### config.mk
export PLATFORM = sky130hd
export DESIGN_NAME = seg_scan_display
export DESIGN_NICKNAME = d
export VERILOG_FILES = /design/src/rtl/seg_disp_pkg.sv /design/src/rtl/bin_bcd_seq.sv /design/src/rtl/seg_scan_display.sv
export SDC_FILE = /design/constraint.sdc
export NUM_CORES = 1
export LEC_CHECK = 0
export CAP_MARGIN = 10
export CORE_MARGIN = 2
export CORE_UTILIZATION = 52
export CTS_CLUSTER_SIZE = 25
export DETAILED_ROUTE_END_ITERATION = 12
export PLACE_DENSITY = 0.81
export SLEW_MARGIN = 10
export SYNTH_ARGS = -nofsm -noshare
export SYNTH_HDL_FRONTEND = slang
export SYNTH_SLANG_ARGS = --single-unit
### constraint.sdc
create_clock -name clk -period 2.95 [get_ports clk]
set_input_delay 0.4425 -clock clk [delete_from_list [all_inputs] [get_ports clk]]
set_output_delay 0.4425 -clock clk [all_outputs]
set_load 0.01 [all_outputs]
### src/rtl/seg_disp_pkg.sv
// Shared constants and helpers for the multiplexed seven-segment display:
// active-low segment patterns, dash/blank codes and the decimal range limit.
package seg_disp_pkg;

    // Element [n] is the active-low {g,f,e,d,c,b,a} pattern for decimal digit n.
    localparam logic [9:0][6:0] SEG_PATTERN = {
        7'b0010000,   // 9
        7'b0000000,   // 8
        7'b1111000,   // 7
        7'b0000010,   // 6
        7'b0010010,   // 5
        7'b0011001,   // 4
        7'b0110000,   // 3
        7'b0100100,   // 2
        7'b1111001,   // 1
        7'b1000000    // 0
    };

    localparam logic [6:0] SEG_DASH  = 7'b0111111;
    localparam logic [6:0] SEG_BLANK = 7'b1111111;

    function automatic logic [6:0] seg_encode(input logic [3:0] code);
        if (code <= 4'd9) begin
            return SEG_PATTERN[code];
        end
        return SEG_BLANK;
    endfunction

    // Largest value representable on the given number of decimal digits.
    function automatic longint unsigned max_display(input int digits);
        longint unsigned r;
        r = 64'd1;
        for (int i = 0; i < digits; i++) begin
            r = r * 64'd10;
        end
        return r - 64'd1;
    endfunction

endpackage

### src/rtl/bin_bcd_seq.sv
// Iterative shift-add-3 binary-to-BCD converter: one input bit per clock,
// BIN_W clocks per conversion, with a range-overflow flag captured at start.
module bin_bcd_seq
    import seg_disp_pkg::*;
#(
    parameter int BIN_W  = 8,
    parameter int DIGITS = 4
) (
    input  logic                clk,
    input  logic                reset,
    input  logic                start,
    input  logic [BIN_W-1:0]    value,
    output logic                busy,
    output logic                done,
    output logic [4*DIGITS-1:0] bcd,
    output logic                ovf
);

    localparam int BCD_W = 4 * DIGITS;
    localparam int CNT_W = $clog2(BIN_W + 1);
    localparam logic [63:0] MAX_VAL = 64'(max_display(DIGITS));

    logic [BIN_W-1:0] shift_q;
    logic [CNT_W-1:0] cnt_q;
    logic [BCD_W-1:0] bcd_q;
    logic [BCD_W-1:0] bcd_adj;
    logic [BCD_W-1:0] bcd_step;
    logic             busy_q;
    logic             done_q;
    logic             ovf_q;
    logic             accept;

    // A new start is accepted when idle or in the final cycle, so a queued
    // conversion can follow without a gap in busy.
    assign accept = start && (!busy_q || done_q);

    // NOTE: combinational blocks assign every output a default first so no latch is inferred.
    always_comb begin
        bcd_adj = bcd_q;
        for (int i = 0; i < DIGITS; i++) begin
            if (bcd_q[4*i +: 4] >= 4'd5) begin
                bcd_adj[4*i +: 4] = bcd_q[4*i +: 4] + 4'd3;
            end
        end
        bcd_step = {bcd_adj[BCD_W-2:0], shift_q[BIN_W-1]};
    end

    // NOTE: state registers use non-blocking assignments so every flop samples pre-edge values.
    always_ff @(posedge clk) begin
        if (reset) begin
            busy_q  <= 1'b0;
            done_q  <= 1'b0;
            cnt_q   <= '0;
            shift_q <= '0;
            bcd_q   <= '0;
            ovf_q   <= 1'b0;
        end else if (accept) begin
            // The first bit is shifted in on the start edge itself.
            busy_q  <= 1'b1;
            done_q  <= (BIN_W == 1);
            cnt_q   <= CNT_W'(1);
            shift_q <= value << 1;
            bcd_q   <= BCD_W'(value[BIN_W-1]);
            ovf_q   <= (64'(value) > MAX_VAL);
        end else if (done_q) begin
            busy_q <= 1'b0;
            done_q <= 1'b0;
        end else if (busy_q) begin
            bcd_q   <= bcd_step;
            shift_q <= shift_q << 1;
            cnt_q   <= cnt_q + 1'b1;
            done_q  <= (cnt_q == CNT_W'(BIN_W - 1));
        end
    end

    assign busy = busy_q;
    assign done = done_q;
    assign bcd  = bcd_q;
    assign ovf  = ovf_q;

endmodule

### src/rtl/seg_scan_display.sv
// Multiplexed seven-segment display driver: converts a binary value to BCD
// with a one-deep request queue and scans the digits with registered outputs.
module seg_scan_display
    import seg_disp_pkg::*;
#(
    parameter int BIN_W     = 8,
    parameter int DIGITS    = 4,
    parameter int SCAN_BITS = 8,
    parameter int LZ_BLANK  = 1
) (
    input  logic              clk,
    input  logic              reset,
    input  logic              load,
    input  logic [BIN_W-1:0]  value,
    input  logic [DIGITS-1:0] dp_mask,
    output logic              busy,
    output logic [7:0]        dig,
    output logic [DIGITS-1:0] sel
);

    localparam int BCD_W = 4 * DIGITS;
    localparam int IDX_W = $clog2(DIGITS);

    logic                 conv_start;
    logic [BIN_W-1:0]     conv_value;
    logic                 conv_busy;
    logic                 conv_done;
    logic [BCD_W-1:0]     conv_bcd;
    logic                 conv_ovf;

    logic [BIN_W-1:0]     pend_q;
    logic                 pend_valid;
    logic                 pend_set;
    logic                 pend_clear;

    logic [BCD_W-1:0]     disp_bcd;
    logic                 disp_ovf;

    logic [SCAN_BITS-1:0] pre_q;
    logic [IDX_W-1:0]     idx_q;

    logic [3:0]           code;
    logic                 blank;
    logic [6:0]           seg_next;
    logic                 dp_next;
    logic [DIGITS-1:0]    sel_next;

    bin_bcd_seq #(
        .BIN_W  (BIN_W),
        .DIGITS (DIGITS)
    ) u_conv (
        .clk   (clk),
        .reset (reset),
        .start (conv_start),
        .value (conv_value),
        .busy  (conv_busy),
        .done  (conv_done),
        .bcd   (conv_bcd),
        .ovf   (conv_ovf)
    );

    always_comb begin
        conv_start = 1'b0;
        conv_value = value;
        pend_set   = 1'b0;
        pend_clear = 1'b0;
        if (!conv_busy) begin
            conv_start = load;
        end else if (conv_done) begin
            // Final cycle: chain the queued request, or take a fresh load directly.
            if (pend_valid) begin
                conv_start = 1'b1;
                conv_value = pend_q;
                pend_set   = load;
                pend_clear = !load;
            end else begin
                conv_start = load;
            end
        end else begin
            pend_set = load;
        end
    end

    always_ff @(posedge clk) begin
        if (reset) begin
            pend_q     <= '0;
            pend_valid <= 1'b0;
            disp_bcd   <= '0;
            disp_ovf   <= 1'b0;
        end else begin
            if (pend_set) begin
                pend_q     <= value;
                pend_valid <= 1'b1;
            end else if (pend_clear) begin
                pend_valid <= 1'b0;
            end
            if (conv_done) begin
                disp_bcd <= conv_bcd;
                disp_ovf <= conv_ovf;
            end
        end
    end

    always_ff @(posedge clk) begin
        if (reset) begin
            pre_q <= '0;
            idx_q <= '0;
        end else begin
            pre_q <= pre_q + 1'b1;
            if (pre_q == '1) begin
                idx_q <= (idx_q == IDX_W'(DIGITS - 1)) ? '0 : idx_q + 1'b1;
            end
        end
    end

    always_comb begin
        code     = disp_bcd[4*idx_q +: 4];
        // A digit is a leading zero when it and every digit above it are zero.
        blank    = (LZ_BLANK != 0) && (idx_q != '0) && ((disp_bcd >> (4 * idx_q)) == '0);
        seg_next = seg_encode(code);
        if (disp_ovf) begin
            seg_next = SEG_DASH;
        end else if (blank) begin
            seg_next = SEG_BLANK;
        end
        dp_next  = ~dp_mask[idx_q];
        sel_next = ~(DIGITS'(1) << idx_q);
    end

    always_ff @(posedge clk) begin
        if (reset) begin
            dig <= 8'hFF;
            sel <= '1;
        end else begin
            dig <= {dp_next, seg_next};
            sel <= sel_next;
        end
    end

    assign busy = conv_busy;

endmodule

==> results.sh <==
export IMPL_synthAdderAreaFrac=0.0640
export IMPL_gp_congestion=0.795
export IMPL_layout_nets=451
export IMPL_synth_xor_area_frac=0.0373
export IMPL_cts_tree="done"
export IMPL_clock_sinks=76
export IMPL_start_util=0.545
export IMPL_cp_cell_sequence="mux4_1 > inv_1 > ha_1 > or4b_1 > a211oi_1 > nor3_4 > o21ai_1"
export IMPL_h_tree_depth=3
export IMPL_die_w_um=86.3
export IMPL_drive_gt1_frac=0.0780
export IMPL_setup_violations=0
export IMPL_pre_cts_slack_ns=0.483
export IMPL_worst_slew_pin_slew_ns=0.802
export IMPL_synth_seq_area_share=0.432
export IMPL_fmax_mhz=403
export IMPL_fin_crit_ns=2.48
export IMPL_place_area_mm2=0.00383
export IMPL_synth_edff_count=0
export IMPL_worstPathRequired_ns=3.23
export IMPL_slowest_stage="mux4_1"
export IMPL_grt_pass1_wl_um=11800
export IMPL_synth_simple_area_share=0.183
export IMPL_p_per_area_mw_per_mm2=524
export IMPL_hold_violations=0
export IMPL_num_rows=29
export IMPL_ir_drop_v=0.000225
export IMPL_dp_hpwl_um=4690
export IMPL_grt_antenna_before_repair=0
export IMPL_routed_wl_um=7020
export IMPL_muxShareOfSynthArea=0.119
export IMPL_cts_buffers=9
export IMPL_cts_clk_slew_worst_paths_ns=0.07
export IMPL_drv_cap=0
export IMPL_synth_nets=427
export IMPL_slew_headroom=0.465
export IMPL_synth_compound_area_frac=0.119
export IMPL_wl_per_cell_um=14.0
export IMPL_syn_to_final_growth_pct=15.7
export IMPL_grt_pass1_vias=2637
export IMPL_avgSynthCellArea_um2=8.93
export IMPL_grtUsageTotal=0.200
export IMPL_synth_ff_type="dfxtp_1"
export IMPL_slew_viol_final=0
export IMPL_synth_top_area_frac=0.432
export IMPL_min_path_type="flip-flop to flip-flop"
export IMPL_via_count=2812
export IMPL_die_height_um=86.3
export IMPL_start_kind="flip-flop"
export IMPL_fin_setup_tns_ns=0
export IMPL_r2r_worst_path_cells=7
export IMPL_drt_iter0_drc=217
export IMPL_core_area_mm2=0.00646
export IMPL_ys_ff_latch=76
export IMPL_grt_max_degree=53
export IMPL_first_pass_iters=10
export IMPL_io_pins=28
export IMPL_postRouteAntennaNets=0
export IMPL_hold_ws_ns=0.447
export IMPL_timing_final_ws_setup_ns=0.468
export IMPL_end_kind="flip-flop"
export IMPL_period_share=0.841
export IMPL_cts_hold_buf=0
export IMPL_post_cts_buffers=0
export IMPL_status="finished, final reports clean"
export IMPL_ys_async_sr_fraction=0
export IMPL_synth_top_family_by_area="simple AND/OR/NAND/NOR gates"
export IMPL_grt_setup_unrepaired="false"
export IMPL_cts_repair_resized=0
export IMPL_grt_overflow=0
export IMPL_cts_buffer_depth=2
export IMPL_ys_warn_count=0
export IMPL_yosysUniqueCellTypes=37
export IMPL_synth_area_top_cells="dfxtp_1 43%, mux2i_1 8.5%, ha_1 6.4%"
export IMPL_root_buffer="clkbuf_8"
export IMPL_crit_type="flip-flop to flip-flop"
export IMPL_dieArea_mm2=0.00744
export IMPL_p_leak_nw=1.49
export IMPL_antenna_cells=0
export IMPL_finClkSkew_ns=0.00597
export IMPL_final_core_util=0.630
export IMPL_clock_insertion_delay_worst_skew_ns=0.35
export IMPL_yosysTopAreaCell="dfxtp_1"
export IMPL_syn_area_mm2=0.00352
export IMPL_crit_arrival_ns=2.76
export IMPL_cp_max_fo=7
export IMPL_whs_path_depth=1
export IMPL_via_per_inst=5.62
export IMPL_synth_cells=394
export IMPL_io_buffers=27
export IMPL_final_area_mm2=0.00407
export IMPL_slowest_delay_ns=0.64
export IMPL_drc=0
[final cells by class]
type	instances	area [um2]
fillers	539	2390
inverters	13	48.8
repair buffers	35	325
multi-input cells	283	1840
well taps	77	96.3
flip-flops and latches	76	1520
clock buffers	13	169
clock inverters	3	67.6
[metrics by stage]
| step | cells | power (mW) |
|---|---|---|
| final | 500 | 2.13 |
| after global routing | 500 | 2.21 |
| after CTS | 500 | 2.14 |
| after detailed placement | 484 | 1.24 |
| after global placement | 484 | 1.23 |
| after floorplan | 394 | 1.18 |
[path summary, 6_finish.rpt]
check | slack, ns | end | start
max | 0.47 | dig[1]$_SDFF_PP1_ | idx_q[0]$_SDFFE_PP0N_
min reg2reg | 0.45 | u_conv.done$_SDFF_PP0_ | u_conv.cnt_q[3]$_SDFFE_PP0P_
min | 0.45 | u_conv.done$_SDFF_PP0_ | u_conv.cnt_q[3]$_SDFFE_PP0P_
max reg2reg | 0.47 | dig[1]$_SDFF_PP1_ | idx_q[0]$_SDFFE_PP0N_
[cells by family after synthesis]
kind of cell / Yosys count
mux: 36
simple gates: 143
fa+ha+maj: 18
flops: 76
xor+xnor: 15
buf+inv: 35
compound gates: 71
[layout by cell type (no fill, tap or decap), drive strengths merged, types with 2 or more instances in the layout]
master,instances
a21oi,32
a222oi,8
and2,4
and3,2
buf,9
bufinv,2
clkbuf,13
clkdlybuf4s50,26
dfxtp,76
ha,18
inv,13
mux2i,31
mux4,4
nand2,45
nand2b,14
nand3,8
nor2,56
nor2b,3
nor3,4
nor4,3
o21a,2
o21ai,26
xnor2,7
xor2,8
[synth_stat cells (3+ instances only)]
library cell  number
nor2b_1            3
inv_1             13
nand2_1           45
o21ai_0           21
mux2i_1           30
dfxtp_1           76
mux4_2             3
ha_1              18
and2_1             4
clkbuf_1          12
a21oi_1           31
nor2_1            56
nor4_1             3
nor3_1             3
a222oi_1           8
nand3_1            8
buf_2              7
nand2b_1          14
xnor2_1            7
xor2_1             8
o21ai_1            5
[power breakdown]
part / internal, mW / switching [mW] / leakage, nW / total (mW)
Combinational: 0.0662 / 0.0761 / 0.754 / 0.142
Sequential: 1.05 / 0.0203 / 0.619 / 1.07
Clock: 0.546 / 0.374 / 0.116 / 0.920
Total: 1.66 / 0.470 / 1.49 / 2.13
[critical path, delay by kind of cell, from the launching register on]
kind            cells  cell delay, ns
simple gates        2            0.55
flops               1            0.39
fa+ha+maj           1            0.21
mux                 1            0.64
compound gates      2            0.49
buf+inv             1            0.12
[state kept, by name, indices dropped and copies added, names as in the netlist, 4 cells and up]
name            cells
pre_q               8
u_conv.cnt_q        4
u_conv.bcd         16
dig                 8
pend_q              8
u_conv.shift_q      7
disp_bcd           16
sel                 4
[metal layers]
metal | share of wire | GRT usage | wire length [um] | vias up
met4 | 0.021 | 0.102 | 149 | 0
met2 | 0.48 | 0.323 | 3340 | 70
met1 | 0.47 | 0.256 | 3290 | 1335
met3 | 0.035 | 0.0362 | 244 | 12
li1 | - | - | - | 1395
met5 | 0 | 0 | 0 | -
(Power assumes the default switching activity.)
